==> src/rtl/ip_bridge_if.sv <==
`default_nettype none
// +------------------------------------------------------------------+
// | ip_bridge_if : pipeline/IP handshake bundle for ip_bridge        |
// | Rev 1.0                                                          |
// +------------------------------------------------------------------+
interface ip_bridge_if #(
    parameter int DW    = 32,
    parameter int DEPTH = 4
);
    localparam int CW = $clog2(DEPTH) + 1;

    logic          IP_write;
    logic          IP_read;
    logic [DW-1:0] mem_rdata;
    logic [DW-1:0] mem_wdata;
    logic          stall;
    logic          ip_in_valid;
    logic [DW-1:0] ip_in_data;
    logic          ip_in_ready;
    logic          ip_out_valid;
    logic [DW-1:0] ip_out_data;
    logic          ip_out_ready;
    logic [CW-1:0] wcount;
    logic [CW-1:0] rcount;

    modport master (
        output IP_write, IP_read, mem_rdata, ip_in_ready, ip_out_valid, ip_out_data,
        input  mem_wdata, stall, ip_in_valid, ip_in_data, ip_out_ready, wcount, rcount
    );

    modport slave (
        input  IP_write, IP_read, mem_rdata, ip_in_ready, ip_out_valid, ip_out_data,
        output mem_wdata, stall, ip_in_valid, ip_in_data, ip_out_ready, wcount, rcount
    );
endinterface
`default_nettype wire

==> src/rtl/ip_bridge.sv <==
`default_nettype none
// +------------------------------------------------------------------+
// | ip_bridge : two DEPTH-entry FIFOs between data memory and an IP  |
// | Rev 1.0                                                          |
// +------------------------------------------------------------------+
module ip_bridge #(
    parameter int DW    = 32,
    parameter int DEPTH = 4
) (
    input  logic        clk,
    input  logic        rst,
    ip_bridge_if.slave  bus
);
    localparam int            AW   = $clog2(DEPTH);
    localparam int            CW   = AW + 1;
    localparam logic [CW-1:0] FULL = CW'(DEPTH);

    logic [DW-1:0] wmem_q [DEPTH];
    logic [DW-1:0] rmem_q [DEPTH];

    logic [AW-1:0] wwr_ptr_q, wwr_ptr_d, wrd_ptr_q, wrd_ptr_d;
    logic [AW-1:0] rwr_ptr_q, rwr_ptr_d, rrd_ptr_q, rrd_ptr_d;
    logic [CW-1:0] wcnt_q, wcnt_d, rcnt_q, rcnt_d;

    logic lwip, swip;
    logic wfull, wempty, rfull, rempty;
    logic wpush, wpop, rpush, rpop;
    logic out_ready;

    always_comb begin
        lwip      = bus.IP_write & ~bus.IP_read;
        swip      = bus.IP_read & ~bus.IP_write;
        wfull     = (wcnt_q == FULL);
        wempty    = (wcnt_q == '0);
        rfull     = (rcnt_q == FULL);
        rempty    = (rcnt_q == '0);
        out_ready = rst & ~rfull;

        // Full/empty are judged on registered counts only: no bypass paths.
        wpush = lwip & ~wfull;
        wpop  = ~wempty & bus.ip_in_ready;
        rpush = bus.ip_out_valid & out_ready;
        rpop  = swip & ~rempty;

        wwr_ptr_d = wpush ? wwr_ptr_q + AW'(1) : wwr_ptr_q;
        wrd_ptr_d = wpop  ? wrd_ptr_q + AW'(1) : wrd_ptr_q;
        rwr_ptr_d = rpush ? rwr_ptr_q + AW'(1) : rwr_ptr_q;
        rrd_ptr_d = rpop  ? rrd_ptr_q + AW'(1) : rrd_ptr_q;

        wcnt_d = wcnt_q;
        case ({wpush, wpop})
            2'b10:   wcnt_d = wcnt_q + CW'(1);
            2'b01:   wcnt_d = wcnt_q - CW'(1);
            default: wcnt_d = wcnt_q;
        endcase

        rcnt_d = rcnt_q;
        case ({rpush, rpop})
            2'b10:   rcnt_d = rcnt_q + CW'(1);
            2'b01:   rcnt_d = rcnt_q - CW'(1);
            default: rcnt_d = rcnt_q;
        endcase
    end

    always_ff @(posedge clk or negedge rst) begin
        if (!rst) begin
            wwr_ptr_q <= '0;
            wrd_ptr_q <= '0;
            rwr_ptr_q <= '0;
            rrd_ptr_q <= '0;
            wcnt_q    <= '0;
            rcnt_q    <= '0;
        end else begin
            wwr_ptr_q <= wwr_ptr_d;
            wrd_ptr_q <= wrd_ptr_d;
            rwr_ptr_q <= rwr_ptr_d;
            rrd_ptr_q <= rrd_ptr_d;
            wcnt_q    <= wcnt_d;
            rcnt_q    <= rcnt_d;
        end
    end

    always_ff @(posedge clk) begin
        if (wpush) wmem_q[wwr_ptr_q] <= bus.mem_rdata;
        if (rpush) rmem_q[rwr_ptr_q] <= bus.ip_out_data;
    end

    assign bus.stall        = rst & ((lwip & wfull) | (swip & rempty));
    assign bus.mem_wdata    = rpop ? rmem_q[rrd_ptr_q] : '0;
    assign bus.ip_in_valid  = ~wempty;
    assign bus.ip_in_data   = wmem_q[wrd_ptr_q];
    assign bus.ip_out_ready = out_ready;
    assign bus.wcount       = wcnt_q;
    assign bus.rcount       = rcnt_q;
endmodule
`default_nettype wire

==> src/flat_wrapper.sv <==
// flat-port wrapper written by rule: the top's interface ports become plain ports
module ip_bridge_flat 
#(
    parameter int DW    = 32,
    parameter int DEPTH = 4
)
  (clk, rst, bus_IP_write, bus_IP_read, bus_mem_rdata, bus_ip_in_ready, bus_ip_out_valid, bus_ip_out_data, bus_mem_wdata, bus_stall, bus_ip_in_valid, bus_ip_in_data, bus_ip_out_ready, bus_wcount, bus_rcount);
  ip_bridge_if #(.DW(DW), .DEPTH(DEPTH)) bus_i ();
  input  logic clk;
  input  logic rst;
  input wire logic [$bits(bus_i.IP_write)-1:0] bus_IP_write;
  input wire logic [$bits(bus_i.IP_read)-1:0] bus_IP_read;
  input wire logic [$bits(bus_i.mem_rdata)-1:0] bus_mem_rdata;
  input wire logic [$bits(bus_i.ip_in_ready)-1:0] bus_ip_in_ready;
  input wire logic [$bits(bus_i.ip_out_valid)-1:0] bus_ip_out_valid;
  input wire logic [$bits(bus_i.ip_out_data)-1:0] bus_ip_out_data;
  output wire logic [$bits(bus_i.mem_wdata)-1:0] bus_mem_wdata;
  output wire logic [$bits(bus_i.stall)-1:0] bus_stall;
  output wire logic [$bits(bus_i.ip_in_valid)-1:0] bus_ip_in_valid;
  output wire logic [$bits(bus_i.ip_in_data)-1:0] bus_ip_in_data;
  output wire logic [$bits(bus_i.ip_out_ready)-1:0] bus_ip_out_ready;
  output wire logic [$bits(bus_i.wcount)-1:0] bus_wcount;
  output wire logic [$bits(bus_i.rcount)-1:0] bus_rcount;
  assign bus_i.IP_write = bus_IP_write;
  assign bus_i.IP_read = bus_IP_read;
  assign bus_i.mem_rdata = bus_mem_rdata;
  assign bus_i.ip_in_ready = bus_ip_in_ready;
  assign bus_i.ip_out_valid = bus_ip_out_valid;
  assign bus_i.ip_out_data = bus_ip_out_data;
  assign bus_mem_wdata = bus_i.mem_wdata;
  assign bus_stall = bus_i.stall;
  assign bus_ip_in_valid = bus_i.ip_in_valid;
  assign bus_ip_in_data = bus_i.ip_in_data;
  assign bus_ip_out_ready = bus_i.ip_out_ready;
  assign bus_wcount = bus_i.wcount;
  assign bus_rcount = bus_i.rcount;
  ip_bridge #(.DW(DW), .DEPTH(DEPTH)) u_core (.clk(clk), .rst(rst), .bus(bus_i));
endmodule
==> config.mk <==
export PLATFORM = sky130hd
export DESIGN_NAME = ip_bridge_flat
export DESIGN_NICKNAME = d
export VERILOG_FILES = /design/src/rtl/ip_bridge_if.sv /design/src/rtl/ip_bridge.sv /design/src/flat_wrapper.sv
export SDC_FILE = /design/constraint.sdc
export NUM_CORES = 1
export LEC_CHECK = 0
export CAP_MARGIN = 20
export CORE_ASPECT_RATIO = 2
export CORE_UTILIZATION = 53
export DETAILED_ROUTE_END_ITERATION = 7
export DONT_BUFFER_PORTS = 1
export MAX_ROUTING_LAYER = met4
export PLACE_DENSITY_LB_ADDON = 0.05
export SLEW_MARGIN = 5
export SYNTH_ARGS = -nofsm -noshare
export SYNTH_HDL_FRONTEND = slang
export SYNTH_SLANG_ARGS = --single-unit
export TNS_END_PERCENT = 20
==> constraint.sdc <==
create_clock -name clk -period 2.6 [get_ports clk]
set_input_delay 0.26 -clock clk [delete_from_list [all_inputs] [get_ports clk]]
set_output_delay 0.26 -clock clk [all_outputs]
set_load 0.01 [all_outputs]
==> run_results.csv, run 1 <==
group,metric,value,unit
outcome,run_status,"finished clean",
worst_setup_path,timing.setup.critical_path_class,"register to output pin",
power,power_per_cell_area,965.8,nW/µm²
layout,area_delta_synth_final,17.55,%
worst_setup_path,worst_path_dominant_cell_family,"simple AND/OR/NAND/NOR gates",
die,initial_core_utilization,54.07,%
place,port_buffers,0,
synth,synth_top_area_share,73.41,%
place,finalWeightedCongestion,0.7293,
flow_run,drv.max_cap_violation_count,0,
clock_network,cts_inserted_buffers,23,
layout,drive_above_1_share,19.82,%
routing,route.detailed.drc,0,
timing,ratio_of_final_minimum_period_to_clock_period,92.07,%
place,place_inst,714,
routing,detail_route.first_pass.iterations,4,
worst_setup_path,arrival,2130,ps
hold_path,holdCritStartpoint,"bus_IP_read",
clock_network,cts_root_buf,"sky130_fd_sc_hd__clkbuf_16",
die,design.core.area,19370,µm²
synth,synth.cell_area,10470,µm²
worst_setup_path,r2r-start,"u_core.bus.wcount[0]",
routing,wl_per_cell,22.05,µm
layout,multi_input_comb_area,2237,µm²
synth,synth_seq_area_share,76.75,%
clock_network,htreeDepth,1,
global_routing,grtUsageTotal,19.08,%
worst_setup_path,timing.critical_path.slowest_cell_delay,480,ps
timing,fin_tns_setup,0,ps
layout,area.sequential,8040,µm²
power,power.ir.vdd_worst,0.0006343,V
worst_setup_path,critPathMaxFanout,33,
worst_setup_path,r2r_setup_slack,380,ps
layout,filler_cell_count,1362,
place,hpwlAfterDp,11080,µm
global_routing,globalRouteOverflowTotal,0,
power,fin_total_pwr,11890,µW
layout,mostFrequentLayoutCells,"sky130_fd_sc_hd__edfxtp_1 (256), sky130_fd_sc_hd__dlygate4sd3_1 (66), sky130_fd_sc_hd__mux4_2 (40)",
global_routing,grt_first_pass_wirelength,27390,µm
clock_network,cts_max_path_buffers,3,
power,share_comb_of_total_power,25.2,%
synth,synth.distinct_cells,32,
clock_network,cts.clk_slew.worst_paths,70,ps
timing,whs,71.65,ps
hold_path,worst_hold_path.num_cells,2,
timing,timing.clock.skew,9.543,ps
worst_setup_path,worst_path_max_delay_cell,"sky130_fd_sc_hd__dfrtp_1",
timing,finalHoldViolCount,0,
power,cell_internal_pwr,8640,µW
timing,final_count_of_negative_setup_slack_endpoints,0,
routing,violation_count_after_the_first_detailed_routing_iteration,99,
power,sequentialPowerShare,47.3,%
hold_path,worst_hold_path_type,"input port to register",
global_routing,maximum_number_of_pins_on_one_net_before_global_route_repair,34,
die,io_pins,143,
die,fp-row-count,72,
worst_setup_path,cp-startpoint,"u_core.bus.rcount[0]",
worst_setup_path,required,2340,ps
clock_network,clock_insertion_delay_at_the_later_pin_of_the_skew_report,520,ps
synth,syn-instance-count,452,
layout,nNetsFinal,628,
global_routing,antenna_found_initial,1,
worst_setup_path,crit-reg2reg-capture,"u_core.bus.wcount[2]",
global_routing,grt_pass1_vias,5084,
synth,syn_nets,534,
die,fp.dieH,200.8,µm
power,share_of_power_burned_in_the_clock_network,27.5,%
timing,rsz0062_at_grt,"no",
synth,synth_top_area_cell,"sky130_fd_sc_hd__edfxtp_1",
die,dieArea,20360,µm²
synth,post_synth_main_area_contributors,"sky130_fd_sc_hd__edfxtp_1 (73%), sky130_fd_sc_hd__mux4_2 (8.6%), sky130_fd_sc_hd__mux4_1 (6.0%), sky130_fd_sc_hd__dfrtp_1 (3.3%), sky130_fd_sc_hd__nor2b_1 (1.6%)",
timing,slew_viol_final,0,
worst_setup_path,timing.reg2reg.worst_path_depth,9,
hold_path,hold_path_end,"u_core.rrd_ptr_q[1]",
synth,post_synth.cell_area_avg,23.17,µm²
timing,worstMarginPinSlew,738.4,ps
synth,synth_warnings,0,
power,netSwitchingFraction,27.33,%
synth,synth-seq-cells,270,
clock_network,cts_resized,0,
layout,stdcell_count,820,
worst_setup_path,crit_path_end_kind,"output pin",
clock_network,tritoncts,"yes",
clock_network,post-cts-setup-buffers,0,
power,power.net_switching,3250,µW
timing,max_clock_freq,0.4178,GHz
worst_setup_path,critical_path.cell_chain,"nor3_2 -> or3b_1 -> buf_4 -> and2b_1",
routing,route.vias.total,4592,
die,die_w,101.4,µm
worst_setup_path,critical_path_buf_inv_count,1,
power,power.leakage,0.004112,µW
routing,remaining_antenna_violation_count,0,
routing,wl,18080,µm
layout,layout.cells.most_common,"sky130_fd_sc_hd__edfxtp_1",
timing,fin_crit,2394,ps
timing,timing.slew.headroom,50.61,%
clock_network,numClockSinks,270,
worst_setup_path,cp-start-kind,"register",
routing,viasPerCell,5.600,
metal layers:
| metal | up-vias | global-route usage [%] | part of all wire, % |
|---|---|---|---|
| met3 | 35 | 3.377 | 4.6 |
| met1 | 2402 | 18.33 | 34 |
| met5 | - | - | 0 |
| met4 | 0 | 7.350 | 2.6 |
| li1 | 2036 | - | - |
| met2 | 119 | 36.27 | 59 |
worst max-delay path by stage:
stage | slack (ps) | to | depth (start not counted)
finish | 210 | bus_mem_wdata[0] | 4
global route | 80 | bus_mem_wdata[0] | 4
floorplan | 360 | u_core.bus.rcount[2] | 11
detailed placement | 380 | u_core.bus.wcount[2] | 9
global placement | 520 | u_core.bus.wcount[2] | 9
CTS | 170 | bus_mem_wdata[0] | 4
cell usage after synthesis:
| cell | number |
|---|---|
| sky130_fd_sc_hd__edfxtp_1 | 256 |
| sky130_fd_sc_hd__mux4_2 | 40 |
| sky130_fd_sc_hd__nor2b_1 | 27 |
| sky130_fd_sc_hd__mux4_1 | 24 |
| sky130_fd_sc_hd__dfrtp_1 | 14 |
| sky130_fd_sc_hd__inv_1 | 13 |
| sky130_fd_sc_hd__ha_1 | 10 |
| sky130_fd_sc_hd__and2_1 | 8 |
| sky130_fd_sc_hd__buf_6 | 8 |
| sky130_fd_sc_hd__buf_2 | 6 |
| sky130_fd_sc_hd__xor2_1 | 6 |
| sky130_fd_sc_hd__xnor2_1 | 5 |
| sky130_fd_sc_hd__buf_4 | 3 |
| sky130_fd_sc_hd__clkbuf_1 | 3 |
| sky130_fd_sc_hd__nor2_1 | 3 |
| sky130_fd_sc_hd__nor2b_2 | 3 |
| sky130_fd_sc_hd__a21boi_0 | 2 |
| sky130_fd_sc_hd__and2b_1 | 2 |
| sky130_fd_sc_hd__fa_1 | 2 |
| sky130_fd_sc_hd__mux2_2 | 2 |
| sky130_fd_sc_hd__mux2i_1 | 2 |
| sky130_fd_sc_hd__nand2_1 | 2 |
| sky130_fd_sc_hd__nand3b_1 | 2 |
| sky130_fd_sc_hd__a21oi_1 | 1 |
| sky130_fd_sc_hd__and4bb_2 | 1 |
| sky130_fd_sc_hd__nor3_2 | 1 |
| sky130_fd_sc_hd__nor3b_1 | 1 |
| sky130_fd_sc_hd__nor3b_2 | 1 |
| sky130_fd_sc_hd__o31a_1 | 1 |
| sky130_fd_sc_hd__or3_1 | 1 |
| sky130_fd_sc_hd__or3b_1 | 1 |
| sky130_fd_sc_hd__xnor2_2 | 1 |
metrics by stage:
step | utilization [%] | worst slack [ps] | instance area, µm²
after detailed placement | 56.46 | 380.3 | 10940
after CTS | 63.55 | 170.0 | 12310
after global placement | 56.46 | 516.9 | 10940
final | 63.56 | 206.2 | 12310
after floorplan | - | 362.7 | 10470
after global routing | 63.56 | 79.75 | 12310
cell type report:
| class | count | share of cell area, % |
|---|---|---|
| well taps | 259 | 2.632 |
| multi-input cells | 149 | 18.17 |
| flip-flops and latches | 270 | 65.31 |
| inverters | 13 | 0.3964 |
| clock buffers | 24 | 4.706 |
| repair buffers | 89 | 7.684 |
| clock inverters | 15 | 1.077 |
| diodes | 1 | 0.02033 |
flip-flops by register name, summed over array words and instances, names as in the netlist:
signal / flops
u_core.rmem_q: 128
u_core.wmem_q: 128
u_core.bus.rcount: 3
u_core.bus.wcount: 3
u_core.rrd_ptr_q: 2
u_core.rwr_ptr_q: 2
u_core.wrd_ptr_q: 2
u_core.wwr_ptr_q: 2
cell families (layout without fill, tap and decap cells):
logic type,after synthesis,after routing,synth area share (%)
AND/OR/NAND/NOR,53,53,3.357
XOR/XNOR,12,12,1.075
adder cells (fa/ha/maj),12,12,1.577
multiplexers,68,68,15.03
AO/OA/AOI/OAI,4,4,0.2747
buffers and inverters,33,141,1.936
flip-flops,270,270,76.75
other,0,1,0
timing repair:
action | in CTS | in global routing
endpoints found under the hold margin | 271 | 0
hold buffers | 66 | 0
setup endpoints to repair | 0 | 0
power groups by stage:
stage                     Sequential [µW]  Clock (µW)  Combinational (µW)
after floorplan                      5590           0                2370
after global placement               5690           0                2910
after detailed placement             5730           0                2970
after CTS                            5630        3340                3100
after global routing                 5680        3490                3250
final                                5620        3270                3000
Note: power is estimated with default switching activity, not from simulation.
==> inputs of run 2 (changes only) <==
--- a/config.mk
+++ b/config.mk
@@ -8,8 +8,10 @@
 export CAP_MARGIN = 20
 export CORE_ASPECT_RATIO = 2
 export CORE_UTILIZATION = 53
+export CTS_BUF_LIST = sky130_fd_sc_hd__clkbuf_2 sky130_fd_sc_hd__clkbuf_4 sky130_fd_sc_hd__clkbuf_8
 export DETAILED_ROUTE_END_ITERATION = 7
 export DONT_BUFFER_PORTS = 1
+export GPL_TIMING_DRIVEN = 0
 export MAX_ROUTING_LAYER = met4
 export PLACE_DENSITY_LB_ADDON = 0.05
 export SLEW_MARGIN = 5
==> run_results.csv, run 2 (same netlist as run 1, synthesis figures left out) <==
group,metric,value,unit
outcome,run_status,"finished clean",
routing,wl_per_cell,21.35,µm
routing,viasPerCell,5.521,
routing,remaining_antenna_violation_count,0,
die,fp-row-count,72,
global_routing,antenna_found_initial,0,
routing,route.detailed.drc,0,
place,place_ws,81.13,ps
clock_network,cts_root_buf,"sky130_fd_sc_hd__clkbuf_8",
place,port_buffers,0,
clock_network,cts_inserted_buffers,36,
routing,route.vias.total,4676,
global_routing,grt_first_pass_wirelength,27560,µm
hold_path,hold_path_end,"u_core.rrd_ptr_q[1]",
layout,drive_above_1_share,23.64,%
place,finalWeightedCongestion,0.7120,
worst_setup_path,r2r_setup_slack,150,ps
layout,top_regs,"u_core.rmem_q x128, u_core.wmem_q x128",
clock_network,cts_max_path_buffers,3,
power,power_per_cell_area,945.4,nW/µm²
worst_setup_path,required,3030,ps
die,io_pins,143,
place,hpwlAfterDp,11840,µm
global_routing,grtUsageTotal,19.34,%
hold_path,worst_hold_path.num_cells,2,
hold_path,worst_hold_path_type,"input port to register",
layout,antenna_cells,0,
layout,layout.cells.most_common,"sky130_fd_sc_hd__edfxtp_1",
timing,timing.slew.headroom,51.70,%
worst_setup_path,crit-reg2reg-capture,"u_core.bus.rcount[2]",
timing,fin_ws,152.4,ps
worst_setup_path,r2r-start,"u_core.bus.rcount[1]",
routing,detail_route.first_pass.iterations,4,
timing,worstMarginPinSlew,722.1,ps
layout,area_delta_synth_final,17.78,%
global_routing,globalRouteOverflowTotal,0,
worst_setup_path,timing.setup.critical_path_class,"register to register",
timing,ratio_of_final_minimum_period_to_clock_period,94.14,%
power,power.ir.vdd_worst,0.0005907,V
worst_setup_path,arrival,2880,ps
flow_run,drv.max_cap_violation_count,0,
clock_network,htreeDepth,2,
timing,final_count_of_negative_setup_slack_endpoints,0,
die,dieArea,20360,µm²
routing,violation_count_after_the_first_detailed_routing_iteration,113,
worst_setup_path,cp-start-kind,"register",
timing,fin_crit,2448,ps
routing,wl,18080,µm
die,fp.dieH,200.8,µm
clock_network,numClockSinks,270,
timing,timing.clock.skew,12.70,ps
timing,finalHoldViolCount,0,
timing,whs,64.65,ps
clock_network,cts.clk_slew.worst_paths,70,ps
global_routing,grt_pass1_vias,5234,
timing,max_clock_freq,0.4086,GHz
timing,slew_viol_final,0,
die,design.core.area,19370,µm²
timing,rsz0062_at_grt,"no",
hold_path,holdCritStartpoint,"bus_IP_read",
worst_setup_path,critPathMaxFanout,10,
layout,mostFrequentLayoutCells,"sky130_fd_sc_hd__edfxtp_1 (256), sky130_fd_sc_hd__dlygate4sd3_1 (66), sky130_fd_sc_hd__mux4_2 (40)",
global_routing,maximum_number_of_pins_on_one_net_before_global_route_repair,31,
clock_network,post-cts-setup-buffers,0,
clock_network,tritoncts,"yes",
clock_network,clock_insertion_delay_at_the_later_pin_of_the_skew_report,510,ps
power,power.leakage,0.004144,µW
worst_setup_path,timing.reg2reg.worst_path_depth,11,
die,die_w,101.4,µm
worst_setup_path,crit_path_end_kind,"register",
layout,nNetsFinal,646,
die,initial_core_utilization,54.07,%
==> run 2: metrics by stage <==
step | cell area, µm² | util (%) | TNS (ps) | std cells | power [µW]
final | 12330 | 63.68 | 0 | 847 | 11660
after CTS | 12330 | 63.67 | 0 | 847 | 11880
after global placement | 10800 | 55.74 | -81290 | 711 | 8546
after floorplan | 10470 | - | 0 | 452 | 7960
after detailed placement | 10980 | 56.70 | 0 | 719 | 8715
after global routing | 12330 | 63.68 | 0 | 847 | 12250
==> run 2: cell type report <==
class                           count  area (µm²)
Fill cell                        1346        7034
Inverter                           13       48.80
Clock buffer                       48       598.1
Sequential cell                   270        8040
Buffer                             20       153.9
Clock inverter                     14       91.34
Tap cell                          259       324.1
Multi-Input combinational cell    149        2242
Timing Repair Buffer               74       835.8
==> run 2: worst max-delay path, stage by stage (launching register included) <==
cell	delay [ps]
sky130_fd_sc_hd__dfrtp_1	450
sky130_fd_sc_hd__nor3_2	110
sky130_fd_sc_hd__or3b_1	370
sky130_fd_sc_hd__buf_6	150
sky130_fd_sc_hd__buf_6	140
sky130_fd_sc_hd__inv_1	110
sky130_fd_sc_hd__ha_1	200
sky130_fd_sc_hd__inv_1	60
sky130_fd_sc_hd__fa_1	370
sky130_fd_sc_hd__xor2_1	150
sky130_fd_sc_hd__nor2_1	110
sky130_fd_sc_hd__xor2_1	150
==> run 2: routing by layer <==
layer	part of all wire [%]	track usage, %	vias to the layer above
met4	3.1	9.110	0
li1	-	-	2073
met2	59	36.54	135
met3	6.2	4.909	43
met1	32	16.91	2425
met5	0	-	-
==> run 2: how the worst max path moves through the flow <==
stage                               from              endpoint  slack, ps  cells past startpoint
global route        u_core.bus.rcount[1]  u_core.bus.rcount[2]          8                     11
CTS                 u_core.bus.rcount[0]  u_core.bus.rcount[2]         60                     11
floorplan           u_core.bus.rcount[0]  u_core.bus.rcount[2]        360                     11
detailed placement  u_core.bus.rcount[0]  u_core.bus.rcount[2]         80                     11
global placement    u_core.bus.rcount[0]  u_core.rmem_q[1][27]       -330                      3
finish              u_core.bus.rcount[1]  u_core.bus.rcount[2]        150                     11
==> run 2: where the power goes <==
part	switching (µW)	leakage [µW]	internal (µW)
combinational	1600	0.00130	1510
sequential	216	0.00248	5340
clock	1410	0.000360	1600
==> run 2: repair_timing <==
action / CTS / global route
hold buffers: 66 / 0
gates resized for setup: 0 / 2
hold endpoints to repair: 271 / 0
setup endpoints to repair: 0 / 1
==> inputs of run 3 (changes only) <==
--- a/config.mk
+++ b/config.mk
@@ -6,13 +6,11 @@
 export NUM_CORES = 1
 export LEC_CHECK = 0
 export CAP_MARGIN = 20
-export CORE_ASPECT_RATIO = 2
 export CORE_UTILIZATION = 53
 export CTS_BUF_LIST = sky130_fd_sc_hd__clkbuf_2 sky130_fd_sc_hd__clkbuf_4 sky130_fd_sc_hd__clkbuf_8
 export DETAILED_ROUTE_END_ITERATION = 7
 export DONT_BUFFER_PORTS = 1
 export GPL_TIMING_DRIVEN = 0
-export MAX_ROUTING_LAYER = met4
 export PLACE_DENSITY_LB_ADDON = 0.05
 export SLEW_MARGIN = 5
 export SYNTH_ARGS = -nofsm -noshare
==> run_results.csv, run 3 (same netlist as run 1, synthesis figures left out) <==
group,metric,value,unit
die,design.core.area,19400,µm²
timing,rsz0062_at_grt,"no",
place,hpwlAfterDp,10860,µm
worst_setup_path,r2r-start,"u_core.bus.rcount[0]",
timing,final_count_of_negative_setup_slack_endpoints,0,
layout,top_regs,"u_core.rmem_q x128, u_core.wmem_q x128",
routing,viasPerCell,5.416,
die,fp-row-count,51,
timing,worstMarginPinSlew,695.3,ps
global_routing,grtUsageTotal,17.96,%
clock_network,htreeDepth,2,
routing,route.vias.total,4690,
clock_network,post-cts-setup-buffers,0,
global_routing,maximum_number_of_pins_on_one_net_before_global_route_repair,25,
clock_network,cts_inserted_buffers,44,
routing,wl,17560,µm
worst_setup_path,critPathMaxFanout,10,
global_routing,grt_pass1_vias,4998,
power,power.ir.vdd_worst,0.0004959,V
timing,ratio_of_final_minimum_period_to_clock_period,91.98,%
place,port_buffers,0,
clock_network,cts_resized,0,
clock_network,cts_root_buf,"sky130_fd_sc_hd__clkbuf_8",
global_routing,grt_first_pass_wirelength,26680,µm
worst_setup_path,required,3040,ps
routing,remaining_antenna_violation_count,0,
layout,antenna_cells,0,
global_routing,antenna_found_initial,0,
routing,violation_count_after_the_first_detailed_routing_iteration,189,
routing,route.detailed.drc,0,
clock_network,number_of_buffers_inserted_by_hold_repair_at_cts,66,
die,fp.dieH,142.6,µm
timing,fin_crit,2392,ps
worst_setup_path,cp-start-kind,"register",
power,power.leakage,0.004233,µW
layout,layout.cells.most_common,"sky130_fd_sc_hd__edfxtp_1",
layout,mostFrequentLayoutCells,"sky130_fd_sc_hd__edfxtp_1 (256), sky130_fd_sc_hd__dlygate4sd3_1 (66), sky130_fd_sc_hd__clkbuf_8 (45)",
worst_setup_path,timing.setup.critical_path_class,"register to register",
die,die_w,142.6,µm
layout,drive_above_1_share,23.96,%
clock_network,cts_max_path_buffers,3,
worst_setup_path,crit_path_end_kind,"register",
routing,detail_route.first_pass.iterations,5,
hold_path,holdCritStartpoint,"bus_IP_read",
timing,max_clock_freq,0.4181,GHz
timing,timing.slew.headroom,53.50,%
die,io_pins,143,
layout,nNetsFinal,654,
routing,wl_per_cell,20.28,µm
clock_network,cts.clk_slew.worst_paths,50,ps
flow_run,drv.max_cap_violation_count,0,
timing,whs,54.90,ps
worst_setup_path,cp-startpoint,"u_core.bus.rcount[0]",
global_routing,globalRouteOverflowTotal,0,
outcome,run_status,"finished clean",
hold_path,worst_hold_path_type,"input port to register",
worst_setup_path,arrival,2840,ps
clock_network,numClockSinks,270,
layout,area_delta_synth_final,19.37,%
clock_network,tritoncts,"yes",
power,power_per_cell_area,972.5,nW/µm²
place,finalWeightedCongestion,0.6913,
die,initial_core_utilization,53.99,%
timing,slew_viol_final,0,
timing,timing.clock.skew,16.16,ps
die,dieArea,20330,µm²
clock_network,clock_insertion_delay_at_the_later_pin_of_the_skew_report,520,ps
timing,finalHoldViolCount,0,
power,fin_total_pwr,12160,µW
## run 3: cell types whose count changed in the layout (fill, tap and decap cells not counted)
cell,change
sky130_fd_sc_hd__clkinv_2,+1
sky130_fd_sc_hd__dfrtp_2,-2
sky130_fd_sc_hd__clkinv_1,+6
sky130_fd_sc_hd__clkbuf_8,+7
sky130_fd_sc_hd__clkbuf_4,-1
sky130_fd_sc_hd__clkinvlp_4,-2
sky130_fd_sc_hd__bufinv_16,+2
sky130_fd_sc_hd__dfrtp_1,+2
## run 3: per-stage QoR
| step | std cells | setup slack [ps] | util [%] | TNS (ps) | area, µm² |
|---|---|---|---|---|---|
| floorplan | 452 | 362.7 | - | 0 | 10470 |
| global placement | 717 | -314.9 | 55.70 | -74650 | 10800 |
| detailed placement | 725 | 213.2 | 56.65 | 0 | 10990 |
| CTS | 866 | 200.1 | 64.44 | 0 | 12500 |
| global route | 866 | 75.81 | 64.44 | 0 | 12500 |
| finish | 866 | 208.5 | 64.44 | 0 | 12500 |
## run 3: path summary, 6_finish.rpt
kind / endpoint / slack [ps] / cells after the start
max: u_core.bus.rcount[2] / 210 / 11
min: u_core.rrd_ptr_q[1] / 50 / 2
max reg2reg: u_core.bus.rcount[2] / 210 / 11
min reg2reg: u_core.wwr_ptr_q[1] / 590 / 1
max in group asynchronous: u_core.bus.wcount[2] / 1930 / 1
min in group asynchronous: u_core.rwr_ptr_q[1] / 230 / 1
## run 3: worst max-delay path: stages (launching register included)
cell	delay (ps)
sky130_fd_sc_hd__dfrtp_1	480
sky130_fd_sc_hd__nor3_2	100
sky130_fd_sc_hd__or3b_1	370
sky130_fd_sc_hd__buf_6	150
sky130_fd_sc_hd__buf_6	150
sky130_fd_sc_hd__inv_1	60
sky130_fd_sc_hd__ha_1	170
sky130_fd_sc_hd__inv_1	60
sky130_fd_sc_hd__fa_1	370
sky130_fd_sc_hd__xor2_1	150
sky130_fd_sc_hd__nor2_1	110
sky130_fd_sc_hd__xor2_1	150
## run 3: area by class of cell
cell class / instances / area [µm²]
Timing Repair Buffer: 74 / 835.8
Sequential cell: 270 / 8038
Fill cell: 1368 / 6898
Clock buffer: 54 / 686.9
Inverter: 13 / 48.80
Clock inverter: 21 / 163.9
Tap cell: 265 / 331.6
Multi-Input combinational cell: 149 / 2242
Buffer: 20 / 153.9
## run 3: power breakdown
part | internal [µW] | switching, µW
Clock | 2020 | 1490
Combinational | 1510 | 1590
Sequential | 5340 | 205
Total | 8870 | 3280
## run 3: per-layer routing
metal	global-route usage [%]	wire length (µm)	share of wire, %	up-vias
met2	32.17	9331	53	136
met1	19.67	6615	38	2419
met3	6.057	1265	7.2	32
li1	-	-	-	2103
met5	0	0	0	-
met4	6.848	351	2.0	0
